--- config.mk ---
export PLATFORM = sky130hd
export DESIGN_NAME = display_7seg_mux
export DESIGN_NICKNAME = d
export VERILOG_FILES = /design/src/rtl/display_7seg_mux.sv
export SDC_FILE = /design/constraint.sdc
export NUM_CORES = 1
export LEC_CHECK = 0
export ABC_CLOCK_PERIOD_IN_PS = 2370
export CORE_UTILIZATION = 40
export DETAILED_ROUTE_END_ITERATION = 7
export HOLD_SLACK_MARGIN = 0.05
export PLACE_DENSITY = 0.7
export SKIP_LAST_GASP = 1
export SLEW_MARGIN = 20
export SYNTH_ARGS = -nofsm -noshare
export SYNTH_HDL_FRONTEND = slang
export SYNTH_SLANG_ARGS = --single-unit
--- constraint.sdc ---
create_clock -name clk_d -period 2.37 [get_ports clk_d]
set_input_delay 0.237 -clock clk_d [delete_from_list [all_inputs] [get_ports clk_d]]
set_output_delay 0.237 -clock clk_d [all_outputs]
set_load 0.02 [all_outputs]
--- src/rtl/display_7seg_mux.sv ---
// display_7seg_mux: multiplexed 7-segment driver with a sequential
// double-dabble binary-to-BCD converter.
//  - The scan timer steps through N_DIGITS digits, holding each one for
//    REFRESH_DIV clk_d cycles.
//  - A conversion starts each time the scan wraps (frame_start) while the
//    converter is idle.
// Optional feature: define LEAD_ZERO_BLANK_EN to blank leading zeros.
//
// state   | meaning
// S_IDLE  | waiting for frame_start
// S_LOAD  | capture the selected input and clear the BCD scratch register
// S_SHIFT | DATA_W double-dabble iterations, one per cycle
// S_DONE  | publish scratch and overflow to the display register
module display_7seg_mux #(
  parameter int N_DIGITS    = 4,
  parameter int DATA_W      = 10,
  parameter int FREQ_W      = 8,
  parameter int REFRESH_DIV = 1
) (
  input  logic                clk_d,
  input  logic                reset,
  input  logic [FREQ_W-1:0]   frecuencia,
  input  logic [DATA_W-1:0]   corriente,
  input  logic                control,
  output logic [6:0]          codificacion,
  output logic [N_DIGITS-1:0] digito,
  output logic                busy
);

  localparam int SCR_W  = 4 * N_DIGITS;
  localparam int TICK_W = (REFRESH_DIV > 1) ? $clog2(REFRESH_DIV) : 1;
  localparam int SCAN_W = (N_DIGITS > 1) ? $clog2(N_DIGITS) : 1;
  localparam int CNT_W  = $clog2(DATA_W + 1);
  // Largest value that fits on the display; anything above shows dashes.
  localparam logic [31:0] MAX_VAL = 32'(10 ** N_DIGITS - 1);

  typedef enum logic [1:0] {S_IDLE, S_LOAD, S_SHIFT, S_DONE} state_t;

  state_t              r_state, w_next;
  logic [TICK_W-1:0]   r_tick;
  logic [SCAN_W-1:0]   r_scan;
  logic [DATA_W-1:0]   r_bin;
  logic [SCR_W-1:0]    r_bcd;
  logic [SCR_W-1:0]    r_disp;
  logic [CNT_W-1:0]    r_cnt;
  logic                r_ovf_scr;
  logic                r_ovf;
  logic [6:0]          r_seg;
  logic [N_DIGITS-1:0] r_dig;

  logic                w_tick_tc;
  logic                w_frame_start;
  logic [DATA_W-1:0]   w_cap;
  logic [SCR_W-1:0]    w_bcd_adj;
  logic [3:0]          w_nib;
  logic                w_blank;
  logic [6:0]          w_seg;
  logic                w_load, w_shift, w_done;

  assign w_tick_tc     = (r_tick == TICK_W'(REFRESH_DIV - 1));
  assign w_frame_start = w_tick_tc && (r_scan == SCAN_W'(N_DIGITS - 1));
  assign w_cap         = control ? DATA_W'(frecuencia) : corriente;

  // Refresh tick counter and scan index.
  always_ff @(posedge clk_d or posedge reset) begin
    if (reset) begin
      r_tick <= '0;
      r_scan <= '0;
    end else if (w_tick_tc) begin
      r_tick <= '0;
      r_scan <= (r_scan == SCAN_W'(N_DIGITS - 1)) ? '0 : r_scan + 1'b1;
    end else begin
      r_tick <= r_tick + 1'b1;
    end
  end

  // FSM state register.
  always_ff @(posedge clk_d or posedge reset) begin
    if (reset) r_state <= S_IDLE;
    else       r_state <= w_next;
  end

  // FSM next-state logic; frame_start outside IDLE is dropped.
  always_comb begin
    w_next = r_state;
    case (r_state)
      S_IDLE:  if (w_frame_start) w_next = S_LOAD;
      S_LOAD:  w_next = S_SHIFT;
      S_SHIFT: if (r_cnt == '0) w_next = S_DONE;
      S_DONE:  w_next = S_IDLE;
      default: w_next = S_IDLE;
    endcase
  end

  // FSM output decode.
  always_comb begin
    w_load  = (r_state == S_LOAD);
    w_shift = (r_state == S_SHIFT);
    w_done  = (r_state == S_DONE);
    busy    = (r_state != S_IDLE);
  end

  // Double-dabble correction: add 3 to every nibble >= 5 before shifting.
  always_comb begin
    w_bcd_adj = r_bcd;
    for (int i = 0; i < N_DIGITS; i++) begin
      if (r_bcd[4*i +: 4] >= 4'd5) w_bcd_adj[4*i +: 4] = r_bcd[4*i +: 4] + 4'd3;
    end
  end

  // Conversion datapath; the display register changes only in DONE.
  always_ff @(posedge clk_d or posedge reset) begin
    if (reset) begin
      r_bin     <= '0;
      r_bcd     <= '0;
      r_cnt     <= '0;
      r_ovf_scr <= 1'b0;
      r_disp    <= '0;
      r_ovf     <= 1'b0;
    end else if (w_load) begin
      r_bin     <= w_cap;
      r_bcd     <= '0;
      r_cnt     <= CNT_W'(DATA_W - 1);
      r_ovf_scr <= (32'(w_cap) > MAX_VAL);
    end else if (w_shift) begin
      r_bcd <= {w_bcd_adj[SCR_W-2:0], r_bin[DATA_W-1]};
      r_bin <= r_bin << 1;
      r_cnt <= r_cnt - 1'b1;
    end else if (w_done) begin
      r_disp <= r_bcd;
      r_ovf  <= r_ovf_scr;
    end
  end

  // Select the current digit's nibble and decide leading-zero blanking.
  always_comb begin
    w_nib   = '0;
    w_blank = 1'b0;
    for (int i = 0; i < N_DIGITS; i++) begin
      if (r_scan == SCAN_W'(i)) begin
        w_nib = r_disp[4*i +: 4];
`ifdef LEAD_ZERO_BLANK_EN
        if (i > 0 && (r_disp >> (4 * i)) == '0) w_blank = 1'b1;
`endif
      end
    end
  end

  // Active-low segment decode {a,b,c,d,e,f,g}; dashes override blanking.
  always_comb begin
    case (w_nib)
      4'd0:    w_seg = 7'b0000001;
      4'd1:    w_seg = 7'b1001111;
      4'd2:    w_seg = 7'b0010010;
      4'd3:    w_seg = 7'b0000110;
      4'd4:    w_seg = 7'b1001100;
      4'd5:    w_seg = 7'b0100100;
      4'd6:    w_seg = 7'b0100000;
      4'd7:    w_seg = 7'b0001111;
      4'd8:    w_seg = 7'b0000000;
      4'd9:    w_seg = 7'b0000100;
      default: w_seg = 7'b1111111;
    endcase
    if (w_blank) w_seg = 7'b1111111;
    if (r_ovf)   w_seg = 7'b1111110;
  end

  // Registered panel outputs, both derived from the same scan index.
  always_ff @(posedge clk_d or posedge reset) begin
    if (reset) begin
      r_seg <= 7'b1111111;
      r_dig <= N_DIGITS'(1);
    end else begin
      r_seg <= w_seg;
      r_dig <= N_DIGITS'(1) << r_scan;
    end
  end

  assign codificacion = r_seg;
  assign digito       = r_dig;

endmodule
### Yosys cells after proc, flatten, opt, wreduce, memory -nomap -nowiden

Memory sizes are Yosys's and may differ from the RTL's. A register that Yosys moved wholly into a read port is not among the register bits.
Cells that the tools add are included.
W data, S select, Z words.

* register bits: 55
* ROM bits: 112
* input bits: 21
* word-level logic and storage cells: 60
* memories kept: 1

* $add $sub $neg: 7
* magnitude comparators: 4
* equal/unequal tests: 8
* shift operators: 1
* mux-type cells: 20
* bitwise gates (word level): 3
* reductions and logical operators: 8

Memory list
* (no name shown): depth 16, bits a word 7, read ports 1, clocked after memory_dff 1, wr ports 0, line 151 `case (w_nib)`

Operators with widths (count)
* $mux W4: 9
* $mux W16: 2
* $mux W10: 3
* $ge A4 B3 Y1 const B: 4
* $add A4 B2 Y4 const B: 3
* $eq A2 B2 Y1 const B: 4
* $pmux W2 S4: 1
* $mux W2: 3
* $eq A2 B1 Y1 const B: 2
* $logic_not A2 Y1: 2
* $logic_not A4 Y1: 1
* $reduce_bool A2 Y1: 2
* $shl A1 B2 Y4 const A: 1
* $sub A4 B1 Y4 const B: 1
* $add A3 B2 Y3 const B: 1
* $mux W3: 1
* $not A1 Y1: 3
* $reduce_and A3 Y1: 1
* $add A2 B1 Y2 const B: 1
* $ne A2 B1 Y1 const B: 1
* $ne A2 B2 Y1 const B: 1
* $reduce_and A2 Y1: 1
* $add A1 B1 Y1 const B: 1
* $logic_and A1 B1 Y1: 1
* $mux W1: 1

### Depth between registers and ports, before layout

* depth after elaboration: 5
* depth in mapped cells: 11

### Worst setup path after synthesis

Ideal clock, no wire load.

* path kind: register to register
* start point: reg r_scan[1]
* end point: reg r_seg[1] (netlist: codificacion[1])
* data arrival time: 1842 ps
* slack: 455 ps
* stages on the path, launching flop included: 12
* buffers on the path: 1
* clock period less this slack: 1915 ps
* path through: dfrtp_1 inv_1 ha_1 clkbuf_1 nand2_1 o211ai_1 o211a_1 inv_1 ha_1 a21oi_1 a21oi_1 a21oi_1

* cells in the longest elaborated chain, start to end: 5
* elaborated cells on any way between the ends: 8
* classes of those cells: 3 x eq/ne; 4 x mux; 1 x reduce/logical

RTL lines
* start, declared: line 41 `logic [SCAN_W-1:0] r_scan;`
* start signal, assigned: line 71 `r_scan <= (r_scan == SCAN_W'(N_DIGITS - 1)) ? '0 : r_scan + 1'b1;`
* $logic_not A2 Y1: line 140 `if (r_scan == SCAN_W'(i)) begin`
* $mux W4 (3 in series): line 140
* $mux W4 (*): line 140
* end, declared: line 48 `logic [6:0] r_seg;`

Mark *: on every way between the ends. The rest lies on a longest branch, timed or not.
A chain may end at the register's enable or synchronous reset.

### Final worst setup path

* start point: reg r_scan[0]
* end point: reg r_seg[1] (netlist: codificacion[1])

Same word-level chain as after synthesis.

==> results.txt <==
status: complete, no violations
clock tree root driver cell: clkbuf_8
syn_area_per_cell: 10.7 µm²
period utilisation layout: 0.895
Clock Skew: 7.98 ps
Non-Filler Instances: 438
Leak: 1.75 nW
Final HPWL DP: 4060 µm
CTS Buf Count: 9
Starting DRT DRC Count: 71
CTS sink cnt: 61
most area-hungry cell type in the Yosys netlist: dfrtp_1
Slew @ Worst Pin: 756 ps
Critical Path Source Type: flip-flop
YS warnings: 0
DRC Markers: 0
total power: 0.00328 W
setup ws final: 248 ps
critical path's top delay family: compound AO/OA/AOI/OAI gates
Comb pwr share: 0.282
IO Pins: 33
vias in the first global route: 2152
CP startpoint: r_scan[0]
GRT overflow: 0
power per cell area: 856 nW/µm²
Port Buffer Count: 32
Post-synth top flop: dfrtp_1
Synth area leaders: dfrtp_1 42%, ha_1 9.9%, mux2_2 8.2%
most frequent cells after synthesis: 53 x dfrtp_1, 27 x a21oi_1, 26 x inv_1, 25 x ha_1
DR WL/cell: 13.0 µm
Starting Density: 0.413
switching power: 0.00100 W
Slew Limit Fails: 0
slew margin rel.: 0.496
clock share of power: 0.294
vias post-DR: 2224
Critical Setup Path Class: flip-flop to flip-flop
core area: 7690 µm²
Critical-path top delay cell: dfrtp_1
nets@finish: 377
share of power burned in registers: 0.425
setup violators final: 0
fin crit period: 2120 ps
cell mode on critical path: a21oi_1
drt pass-1 iters: 4
CP cell instances: inv_1, ha_1, nor2_2, o211ai_1, o211a_1, inv_1, ha_1, a21oi_1, a21oi_1, a21oi_1
Hold WC Path Type: primary input to asynchronous set/reset pin
CTS tree: yes
synth unique cells: 38
cells after synthesis: 297
Post-Syn Area: 3170 µm²
Clock transition at path regs: 60 ps
r2r startpoint: r_scan[0]
layout cells sized above 1: 0.170
fin util: 0.498
Slowest Stage Delay on Critical Path: 420 ps
clk_lat worst skew: 340 ps
flops & latches, synth: 61
pre-CTS setup slack: 240 ps
ant diodes: 0
CTS H-tree depth: 3
GP Congestion: 0.802
syn_nets: 343
largest net degree at the start of global routing: 62
fmax: 471 MHz
total die area: 8290 µm²
WP buf/inv: 2
dpl cells: 422
Die Wd: 91.0 µm
Area Growth Syn to Fin: 20.7%
Yosys top cell area share: 0.418
Rows: 32
total wire length: 5680 µm
antenna violations before repair: 0
Clock Path Buffers: 2
detailed-route vias per instance: 5.08
Max Cap Violations: 0
crit end category: flip-flop
P_int: 0.00228 W
CP required: 2640 ps
async set-reset flop share out of synthesis: 1.00
RSZ-0062 raised after global routing: false
global-route wire length before repair: 10000 µm
peak supply drop: 0.318 mV
Hold Vio Cnt, Final: 0
register area share after synthesis: 0.484
Routed Antenna Nets: 0
Setup TNS Final: 0 ps
Arr. time, crit path: 2390 ps
most numerous cell in the Yosys netlist: dfrtp_1
GRT Resource Usage Total: 0.154
switch share: 0.306
DIE HEIGHT: 91.0 µm
crit path max fanout: 6
EDFF count, synth: 0
==> placed cells by master (no fill, tap or decap), types with 2 or more instances in the layout <==
master	count
nand2_1	23
o32ai_1	2
buf_4	2
nand3_1	2
mux2i_1	11
nor2b_1	4
inv_1	25
clkdlybuf4s50_1	32
a32o_1	3
dfrtp_1	53
o31ai_1	3
o211ai_1	4
nand2b_1	5
mux2_2	23
a21oi_1	27
clkbuf_8	12
xor2_1	2
o21ai_0	10
xnor2_1	4
o22ai_1	13
dfstp_2	8
nor2_1	21
buf_12	2
ha_1	25
==> registers in the layout, indices dropped and copies added, names as in the netlist <==
signal	cells
r_bin	10
r_cnt	4
r_state	2
digito	4
r_scan	2
codificacion	7
r_bcd	16
r_disp	16
==> power by group through the flow <==
| stage | Clock [W] | Sequential, W | Combinational (W) |
|---|---|---|---|
| finish | 0.000963 | 0.00139 | 0.000923 |
| global route | 0.00103 | 0.00142 | 0.00103 |
| CTS | 0.000989 | 0.00139 | 0.000931 |
| detailed placement | 0 | 0.00141 | 0.000927 |
| global placement | 0 | 0.00140 | 0.000898 |
| floorplan | 0 | 0.00145 | 0.000611 |
==> routing by layer <==
layer,up-vias,track usage,part of all wire
met5,-,0,0
met2,63,0.253,0.48
met4,0,0.0635,0.018
met1,1063,0.190,0.46
li1,1089,-,-
met3,9,0.0427,0.046
==> final cells by class <==
class                      instances  area (µm²)
fill                             714        3860
sequential                        61        1540
multi-input combinational        197        1480
timing repair buffer              36         375
clock buffer                      13         169
tap                              102         128
inverter                          26        97.6
clock inverter                     3        42.5
==> repair_timing <==
item | in CTS | in global routing
setup buffers | 0 | 0
hold buffers | 0 | 0
resized for setup | 0 | 1
setup endpoints to repair | 0 | 2
==> worst paths after layout <==
kind / endpoint / cells past startpoint / slack (ps)
max: codificacion[1] / 10 / 250
min: r_disp[14] / 3 / 270
max reg2reg: codificacion[1] / 10 / 250
min reg2reg: r_scan[0] / 1 / 500
max in group asynchronous: digito[0] / 3 / 1780
min in group clk_d: r_scan[0] / 1 / 500
==> metrics by stage <==
step | hold WS, ps | cell area [µm²]
2_1_floorplan | 436 | 3170
3_3_place_gp | 466 | 3610
3_5_place_dp | 492 | 3610
4_1_cts | 284 | 3830
5_1_grt | 324 | 3830
6_report | 270 | 3830
==> cells by family (layout without fill, tap and decap cells) <==
family	after synthesis	in the layout	share of synthesized area
adders and majority gates	25	25	0.0986
muxes	34	34	0.116
and+or+nand+nor	62	62	0.0919
buffers and inverters	39	78	0.0497
DFF	61	61	0.484
xor gates and xnor gates	6	6	0.0166
AOI/OAI and AO/OA	70	70	0.142
==> worst register-to-register path, stage by stage (launching register included) <==
cell and delay, ps:
dfrtp_1 420, inv_1 100, ha_1 300, nor2_2 110, o211ai_1 110, o211a_1 330, inv_1 140, ha_1 220
a21oi_1 120, a21oi_1 60, a21oi_1 160
No activity file was read; power rests on OpenSTA's default activity.
